### src/rtl/projetof_pkg.sv
// Shared widths, scale constants and pipeline record types for the
// weigh-scale price calculator.
package projetof_pkg;

  localparam int CENTS_W = 9;
  localparam int GRAMS_W = 14;
  localparam int PROD_W  = 24;
  localparam int TOTAL_W = 14;
  localparam int OUT_W   = 16;

  localparam int GRAMS_PER_KG   = 1000;
  localparam int CENTS_PER_EURO = 100;
  localparam int ROUND_HALF     = 500;

  typedef struct packed {
    logic [CENTS_W-1:0] cents;
    logic [GRAMS_W-1:0] grams;
    logic [PROD_W-1:0]  prod;
  } stage1_t;

  typedef struct packed {
    logic [OUT_W-1:0] kg_int;
    logic [OUT_W-1:0] kg_frac;
    logic [OUT_W-1:0] price_int;
    logic [OUT_W-1:0] price_frac;
    logic [OUT_W-1:0] ppk_int;
    logic [OUT_W-1:0] ppk_frac;
  } result_t;

endpackage

### src/rtl/projetof_divmod.sv
// Combinational unsigned divide/modulo by a constant divisor; the quotient
// and remainder are resized to the widths the caller asks for.
module projetof_divmod #(
  parameter int IN_W    = 24,
  parameter int DIVISOR = 1000,
  parameter int Q_W     = IN_W,
  parameter int R_W     = IN_W
) (
  input  logic [IN_W-1:0] dividend_i,
  output logic [Q_W-1:0]  quotient_o,
  output logic [R_W-1:0]  remainder_o
);

  localparam logic [IN_W-1:0] DIV_C = IN_W'(DIVISOR);

  assign quotient_o  = Q_W'(dividend_i / DIV_C);
  assign remainder_o = R_W'(dividend_i % DIV_C);

endmodule

### src/rtl/projetof.sv
// Two-stage price calculator: stage 1 captures inputs and the cents*grams
// product, stage 2 registers the split weight, total price and unit price.
module projetof
  import projetof_pkg::*;
(
  input  logic               clk,
  input  logic               rst,
  input  logic [CENTS_W-1:0] centimos,
  input  logic [GRAMS_W-1:0] pesoemgramas,
  output logic [OUT_W-1:0]   Peso_Final_unidades,
  output logic [OUT_W-1:0]   Peso_Final_decimal,
  output logic [OUT_W-1:0]   Preco_Parte_Inteira,
  output logic [OUT_W-1:0]   Preco_Parte_Decimal,
  output logic [OUT_W-1:0]   Preco_Por_Kg_Parte_Inteira,
  output logic [OUT_W-1:0]   Preco_Por_Kg_Parte_Decimal
);

  stage1_t s1_d, s1_q;
  result_t res_d, res_q;

  logic [PROD_W-1:0]  rounded_prod;
  logic [TOTAL_W-1:0] total_cents;
  logic [PROD_W-1:0]  unused_round_rem;
  logic [OUT_W-1:0]   kg_int, kg_frac, price_int, price_frac, ppk_int, ppk_frac;

  always_comb begin
    s1_d       = '0;
    s1_d.cents = centimos;
    s1_d.grams = pesoemgramas;
    s1_d.prod  = PROD_W'(centimos) * PROD_W'(pesoemgramas);
  end

  always_ff @(posedge clk) begin
    if (rst) s1_q <= '0;
    else     s1_q <= s1_d;
  end

  // Adding half the divisor before truncating division rounds half up.
  assign rounded_prod = s1_q.prod + PROD_W'(ROUND_HALF);

  projetof_divmod #(
    .IN_W(GRAMS_W), .DIVISOR(GRAMS_PER_KG), .Q_W(OUT_W), .R_W(OUT_W)
  ) u_weight (
    .dividend_i (s1_q.grams),
    .quotient_o (kg_int),
    .remainder_o(kg_frac)
  );

  projetof_divmod #(
    .IN_W(PROD_W), .DIVISOR(GRAMS_PER_KG), .Q_W(TOTAL_W), .R_W(PROD_W)
  ) u_round (
    .dividend_i (rounded_prod),
    .quotient_o (total_cents),
    .remainder_o(unused_round_rem)
  );

  projetof_divmod #(
    .IN_W(TOTAL_W), .DIVISOR(CENTS_PER_EURO), .Q_W(OUT_W), .R_W(OUT_W)
  ) u_price (
    .dividend_i (total_cents),
    .quotient_o (price_int),
    .remainder_o(price_frac)
  );

  projetof_divmod #(
    .IN_W(CENTS_W), .DIVISOR(CENTS_PER_EURO), .Q_W(OUT_W), .R_W(OUT_W)
  ) u_ppk (
    .dividend_i (s1_q.cents),
    .quotient_o (ppk_int),
    .remainder_o(ppk_frac)
  );

  always_comb begin
    res_d            = '0;
    res_d.kg_int     = kg_int;
    res_d.kg_frac    = kg_frac;
    res_d.price_int  = price_int;
    res_d.price_frac = price_frac;
    res_d.ppk_int    = ppk_int;
    res_d.ppk_frac   = ppk_frac;
  end

  always_ff @(posedge clk) begin
    if (rst) res_q <= '0;
    else     res_q <= res_d;
  end

  assign Peso_Final_unidades        = res_q.kg_int;
  assign Peso_Final_decimal         = res_q.kg_frac;
  assign Preco_Parte_Inteira        = res_q.price_int;
  assign Preco_Parte_Decimal        = res_q.price_frac;
  assign Preco_Por_Kg_Parte_Inteira = res_q.ppk_int;
  assign Preco_Por_Kg_Parte_Decimal = res_q.ppk_frac;

endmodule

### config.mk
export PLATFORM = sky130hd
export DESIGN_NAME = projetof
export DESIGN_NICKNAME = d
export VERILOG_FILES = /design/src/rtl/projetof_pkg.sv /design/src/rtl/projetof_divmod.sv /design/src/rtl/projetof.sv
export SDC_FILE = /design/constraint.sdc
export NUM_CORES = 1
export LEC_CHECK = 0
export ABC_CLOCK_PERIOD_IN_PS = 14600
export CORE_MARGIN = 4
export CORE_UTILIZATION = 35
export CTS_BUF_LIST = sky130_fd_sc_hd__clkbuf_2 sky130_fd_sc_hd__clkbuf_4 sky130_fd_sc_hd__clkbuf_8
export DETAILED_ROUTE_END_ITERATION = 12
export PLACE_DENSITY = 0.56
export SLEW_MARGIN = 20
export SYNTH_ARGS = -nofsm -noshare
export SYNTH_HDL_FRONTEND = slang
export SYNTH_SLANG_ARGS = --single-unit
### constraint.sdc
create_clock -name clk -period 14.6 [get_ports clk]
set_clock_uncertainty 0.1 [all_clocks]
set_input_delay 1.46 -clock clk [delete_from_list [all_inputs] [get_ports clk]]
set_output_delay 1.46 -clock clk [all_outputs]
set_load 0.05 [all_outputs]
==> results of run 1 <==
routing by layer:
layer / global-route usage (%) / up-vias / part of all wire, %
met3: 2.23 / 56 / 4.2
met5: 0 / - / 0
met1: 23.7 / 6124 / 46
met2: 29.5 / 329 / 48
met4: 4.33 / 0 / 1.8
li1: - / 6136 / -
layout make-up:
type	count	area, sq um
tap	511	639
inverter	103	389
clock buffer	9	124
timing repair buffer	96	938
sequential	110	2200
clock inverter	7	81.3
multi-input combinational	1437	10600
fill	3886	23000
critical path: cells and delay by family (launching register included):
family	cells	cell delay, ns
simple gates	13	4.08
flops	1	0.39
compound gates	20	6.36
buf+inv	1	0.08
xor+xnor	1	0.84
fa+ha+maj	1	0.29
mux	3	1.15
registers in the layout, indices dropped and copies added (netlist names):
signal,flops
s1_q,46
Preco_Parte_Inteira,8
Preco_Por_Kg_Parte_Decimal,16
Preco_Parte_Decimal,16
Preco_Por_Kg_Parte_Inteira,3
Peso_Final_decimal,16
Peso_Final_unidades,5
how the worst min path moves through the flow:
stage,start,end,slack [ns],cells past startpoint
2_1_floorplan,s1_q[24],Peso_Final_decimal[0],0.31,1
3_3_place_gp,s1_q[26],Peso_Final_decimal[2],0.32,1
3_5_place_dp,s1_q[24],Peso_Final_decimal[0],0.33,1
4_1_cts,s1_q[26],Peso_Final_decimal[2],0.36,1
5_1_grt,s1_q[39],Preco_Por_Kg_Parte_Decimal[1],0.38,1
6_report,s1_q[26],Peso_Final_decimal[2],0.35,1
repair_timing:
action | 4_1_cts | 5_1_grt
setup endpoints to repair | 0 | 12
gates resized for setup | 0 | 1
buffers inserted | 0 | 0
cells in the mapped netlist, types with 8 or more instances:
library cell	number	area share [%]
dfxtp_1	110	16
nand3_1	47	1.7
nand2_1	186	5.2
inv_1	102	2.8
xor2_1	26	1.7
a31oi_1	24	1.1
mux2_2	8	0.67
or3_1	23	1.1
ha_1	47	4.3
o21bai_1	14	0.78
buf_2	10	0.37
o22ai_1	13	0.60
nand4_1	15	0.69
o221ai_1	9	0.58
nor2_1	160	4.4
a21o_1	18	1.0
buf_4	36	2.0
a211o_1	11	0.71
nor4_1	16	0.74
nor3_1	49	1.8
o21a_1	14	0.78
clkbuf_1	55	1.5
o211ai_1	21	1.2
a21oi_1	82	3.0
xnor2_1	69	4.5
o21ai_1	15	0.55
and2_1	61	2.8
fa_1	85	13
mux2i_1	25	1.8
o31ai_1	11	0.61
nand2b_1	12	0.55
a211oi_1	27	1.5
and3_1	14	0.65
or2_2	9	0.42
nor2b_1	42	1.9
o21ai_0	43	1.6
logic make-up after synthesis:
| family | share of synthesized area (%) |
|---|---|
| adders and majority gates | 17.4 |
| other | 0.0277 |
| and+or+nand+nor | 24.8 |
| xor gates and xnor gates | 6.39 |
| DFF | 16.3 |
| muxes | 2.89 |
| AOI/OAI and AO/OA | 25.0 |
| buffers and inverters | 7.16 |
through the flow:
stage	area, sq um	util, %
after floorplan	13700	-
after global placement	14700	38.8
after detailed placement	14700	38.8
after CTS	14900	39.3
after global routing	14900	39.4
final	14900	39.4
placed cells by master, fill, tap and decap left out, types with 16 or more instances in the layout:
master / n
a21o_1: 18
o211ai_1: 21
a21oi_1: 81
xor2_1: 26
nand2_1: 186
and2_1: 61
nor2b_1: 42
inv_1: 102
nand3_1: 47
nor4_1: 16
conb_1: 47
a31oi_1: 24
fa_1: 85
clkdlybuf4s50_1: 87
ha_1: 47
o21ai_0: 43
dfxtp_1: 110
a211oi_1: 26
mux2i_1: 25
xnor2_1: 68
or3_1: 23
nor2_1: 160
nor3_1: 49
==> key figures, run 1 <==
Clocking
  – # hold bufs at CTS: 0
  – CTS buffer count: 9
  – Root Buffer: clkbuf_8
  – Num Clock Sinks: 110
  – Clock latency on the worst-skew pair: 0.43 ns
  – H-tree levels: 3
  – Worst-path clk slew: 0.14 ns
  – TritonCTS clock tree: yes
  – Clock buffer depth: 2

STA
  – Setup TNS: 0 ns
  – Max-slew headroom: 29.0%
  – Fin crit period: 13.46 ns
  – Setup WS post-layout: 1.14 ns
  – Fmax achieved: 0.0743 GHz
  – Final Setup Violations: 0
  – Period utilization: 92.2%
  – Hold Fails Final Rpt: 0
  – Worst slew pin tran: ~1.1 ns
  – Slew Viols, Final: 0
  – Worst hold slack: around 0.35 ns
  – Unrepaired setup endpoints after global routing: no

Final layout
  – Syn-to-layout area delta: 10.4%
  – Share of layout cells above drive strength 1: 6.19%
  – Fin cells: 2273
  – Diodes inserted: 0
  – # nets final: 1914

Global routing
  – Largest net degree at the start of global routing: 87
  – Vias in the first global route: 12228
  – GR Overflow Total: 0
  – Total track usage: 17.5%
  – Initial antenna violation count: 0
  – First-pass GRT wire length: 61500 um

Yosys
  – Synth Area per Inst: slightly below 8 sq um
  – Netlist cell types: between 100 and 150
  – Async S/R FF share, synth: 0%
  – Syn Inst Count: ~1700
  – Sequential area share after synthesis: 16.3%
  – Synthesized area: 13500 sq um
  – Post-synth EDFFs: 0
  – Flops & latches, synth: 110
  – YS warnings: 0
  – Post-synth top flop: dfxtp_1

Critical path
  – Worst R2R Start: s1_q[2]
  – Worst Path Max Fanout: 12
  – CP max stage delay: between 0.8 and 0.9 ns
  – Crit path capture type: flip-flop
  – Startpoint types: flip-flop
  – Crit path from: s1_q[2]
  – CP max stage cell: xnor2_1
  – CP required: between 10 and 15 ns
  – R2R cell count: 39
  – Worst Path Arrival: 13.65 ns
  – WS Path Type: reg2reg
  – Setup slack, reg-to-reg: between 1 and 1.5 ns
  – Worst Setup EP: Preco_Parte_Decimal[9]
  – FF-to-FF End: Preco_Parte_Decimal[9]
  – Most common cell on crit path: mux2i_1

Placement
  – Dpl ws: 0.815 ns
  – Port-buffer cells: 88
  – GPL Wtd Cong: 0.957
  – # placed instances: roughly 2300
  – DP HPWL: 29300 um

Hold path
  – Worst hold path class: reg2reg

Die
  – Starting Density: 35.7%
  – Chip width: 205 um
  – Die area: 41900 sq um
  – Chip height: 205 um
  – # IOs: 121
  – # rows: 71
  – Core area: between 30000 and 40000 sq um

Routing
  – DR WL/cell: 16.5 um
  – Initial DRC Count: around 970
  – Routed WL: 37400 um
  – Drt first pass iters: 6
  – # DRC: 0
  – DRT antenna net count: 0
  – Via count: 12645
  – Post-DR vias/cell: ~5.6

Run
  – Max Cap Viol: 0

Run status
  – Status: finished, final reports clean
Power of run 1 is left out: the tool's default activity adds up to more than one toggle a clock period on the data nets, which glitch-free logic cannot reach.
==> run 2: changes to the inputs <==
--- a/config.mk
+++ b/config.mk
@@ -7,10 +7,10 @@
 export LEC_CHECK = 0
 export ABC_CLOCK_PERIOD_IN_PS = 14600
 export CORE_MARGIN = 4
-export CORE_UTILIZATION = 35
+export CORE_UTILIZATION = 60
 export CTS_BUF_LIST = sky130_fd_sc_hd__clkbuf_2 sky130_fd_sc_hd__clkbuf_4 sky130_fd_sc_hd__clkbuf_8
 export DETAILED_ROUTE_END_ITERATION = 12
-export PLACE_DENSITY = 0.56
+export PLACE_DENSITY = 0.86
 export SLEW_MARGIN = 20
 export SYNTH_ARGS = -nofsm -noshare
 export SYNTH_HDL_FRONTEND = slang
==> run 2 against run 1 <==
Cell area down 2.0%. Non-clock buffer count decreased by 2. Setup slack improved by 0.037 ns. Worst hold slack got worse by 0.0060 ns. Wire length down 3.9%. Cell count shrank 10%. First-iteration DRC count rose by 23%. Core utilization grew 27 points. Critical endpoint is now Preco_Parte_Decimal[3]. Critical path depth unchanged. Via count increased by 2.7%.
==> key figures, run 2 (synthesis results as in run 1) <==
Clocking
  – Clock latency on the worst-skew pair: 0.40 ns (-0.03 ns)
  – Worst-path clk slew: 0.13 ns (about the same)
  – CTS buffer count: 9 (unchanged)
  – H-tree levels: 3 (unchanged)
  – Num Clock Sinks: 110 (unchanged)
  – Cts repair resizes: 0 (unchanged)
  – # hold bufs at CTS: 0 (unchanged)
  – Root Buffer: clkbuf_8
  – Number of post-CTS setup repair buffers: 0 (unchanged)
  – Clock buffer depth: 2 (unchanged)
  – TritonCTS clock tree: yes

STA
  – Unrepaired setup endpoints after global routing: no
  – Setup WS post-layout: 1.17 ns (+0.0368 ns)
  – Final Setup Violations: 0 (unchanged)
  – Fmax achieved: 0.0745 GHz (+0.27%)
  – Setup TNS: 0 ns (unchanged)
  – Period utilization: 92.0% (-0.25 points)
  – Fin crit period: 13.43 ns (-0.0368 ns)
  – Slew Viols, Final: 0 (unchanged)
  – Worst slew pin tran: 1.10 ns (+0.0448 ns)
  – Max-slew headroom: 26.0% (-3.0 points)
  – Hold Fails Final Rpt: 0 (unchanged)

Final layout
  – Most common cell after layout, fill and taps aside: nand2_1
  – Fillers: 1817 (-53%)
  – Most flops, register: s1_q
  – Fin util: 66.5% (+27 points)
  – Most frequent cells in the layout: nand2_1 (186), nor2_1 (160), dfxtp_1 (110), inv_1 (102), clkdlybuf4s50_1 (87)
  – # nets final: 1912 (-0.10%)
  – Syn-to-layout area delta: 8.15%
  – Diodes inserted: 0 (unchanged)
  – Max reg flops: 46 (unchanged)
  – Share of layout cells above drive strength 1: 6.02% (-0.16 points)

Routing
  – Initial DRC Count: 1194 (+23%)
  – Drt first pass iters: 6 (unchanged)
  – Post-DR vias/cell: 6.36 (+14%)
  – Routed WL: 36000 um (-3.9%)
  – DRT antenna net count: 0 (unchanged)
  – DR WL/cell: 17.6 um (+7.1%)
  – Via count: 12983 (+2.7%)
  – # DRC: 0 (unchanged)

Placement
  – DP HPWL: 28000 um (-4.4%)
  – GPL Wtd Cong: 0.998 (+4.3%)
  – Dpl ws: 1.02 ns (+0.204 ns)
  – Port-buffer cells: 88 (unchanged)

Critical path
  – Crit path capture type: flip-flop
  – Startpoint types: flip-flop
  – CP required: 14.76 ns (-0.03 ns)
  – CP max stage delay: 0.90 ns (+0.06 ns)
  – Worst Path Arrival: 13.59 ns (-0.06 ns)
  – WS Path Type: reg2reg
  – Most common cell on crit path: mux2i_1
  – Worst Path Max Fanout: 16 (+4)
  – CP max stage cell: o311ai_2

Die
  – Starting Density: 61.5% (+26 points)
  – Die area: 25000 sq um (-40%)
  – Chip height: 158 um (-23%)
  – # IOs: 121 (unchanged)
  – Core area: 22000 sq um (-42%)
  – Chip width: 158 um (-23%)
  – # rows: 54 (-24%)

Global routing
  – Initial antenna violation count: 0 (unchanged)
  – Vias in the first global route: 12323 (+0.78%)
  – First-pass GRT wire length: 59300 um (-3.6%)
  – GR Overflow Total: 0 (unchanged)
  – Total track usage: 28.4% (+11 points)
  – Largest net degree at the start of global routing: 87 (unchanged)

Run status
  – Status: finished, final reports clean

Hold path
  – Worst hold path class: reg2reg

Run
  – Max Cap Viol: 0 (unchanged)
## run 2: worst max-delay path, delay by kind of cell, from the launching register on
kind,cells,cell delay (ns)
simple gates,13,3.81
flops,1,0.38
compound gates,18,6.39
fa+ha+maj,1,0.30
buf+inv,1,0.11
mux,4,1.30
xor+xnor,2,0.90
## run 2: area by class of cell
type / count / area [sq um] / area share, %
clock inverters: 7 / 101 / 0.692
multi-input cells: 1437 / 10600 / 72.1
well taps: 280 / 350 / 2.39
clock buffers: 9 / 124 / 0.846
inverters: 103 / 389 / 2.66
flip-flops and latches: 110 / 2200 / 15.0
repair buffers: 94 / 921 / 6.29
## run 2: per-stage QoR
stage,area (sq um),instances,hold slack [ns]
3_5_place_dp,14400,2023,0.326
3_3_place_gp,14400,2023,0.319
6_report,14600,2040,0.343
2_1_floorplan,13700,1761,0.314
4_1_cts,14600,2039,0.346
5_1_grt,14600,2040,0.370
## run 2: layer usage
metal | vias up | routed length (um) | global-route usage, %
met5 | - | 0 | 0
met4 | 0 | 832 | 9.42
met3 | 88 | 2580 | 3.91
met2 | 599 | 17700 | 48.2
met1 | 6166 | 14900 | 37.3
li1 | 6130 | - | -
## run 2: final timing paths
| kind | startpoint | endpoint | slack [ns] | cells after the start |
|---|---|---|---|---|
| max | s1_q[2] | Preco_Parte_Decimal[3] | 1.17 | 39 |
| max reg2reg | s1_q[2] | Preco_Parte_Decimal[3] | 1.17 | 39 |
| min | s1_q[24] | Peso_Final_decimal[0] | 0.34 | 1 |
| min reg2reg | s1_q[24] | Peso_Final_decimal[0] | 0.34 | 1 |
Power of run 2 is left out for the same reason.
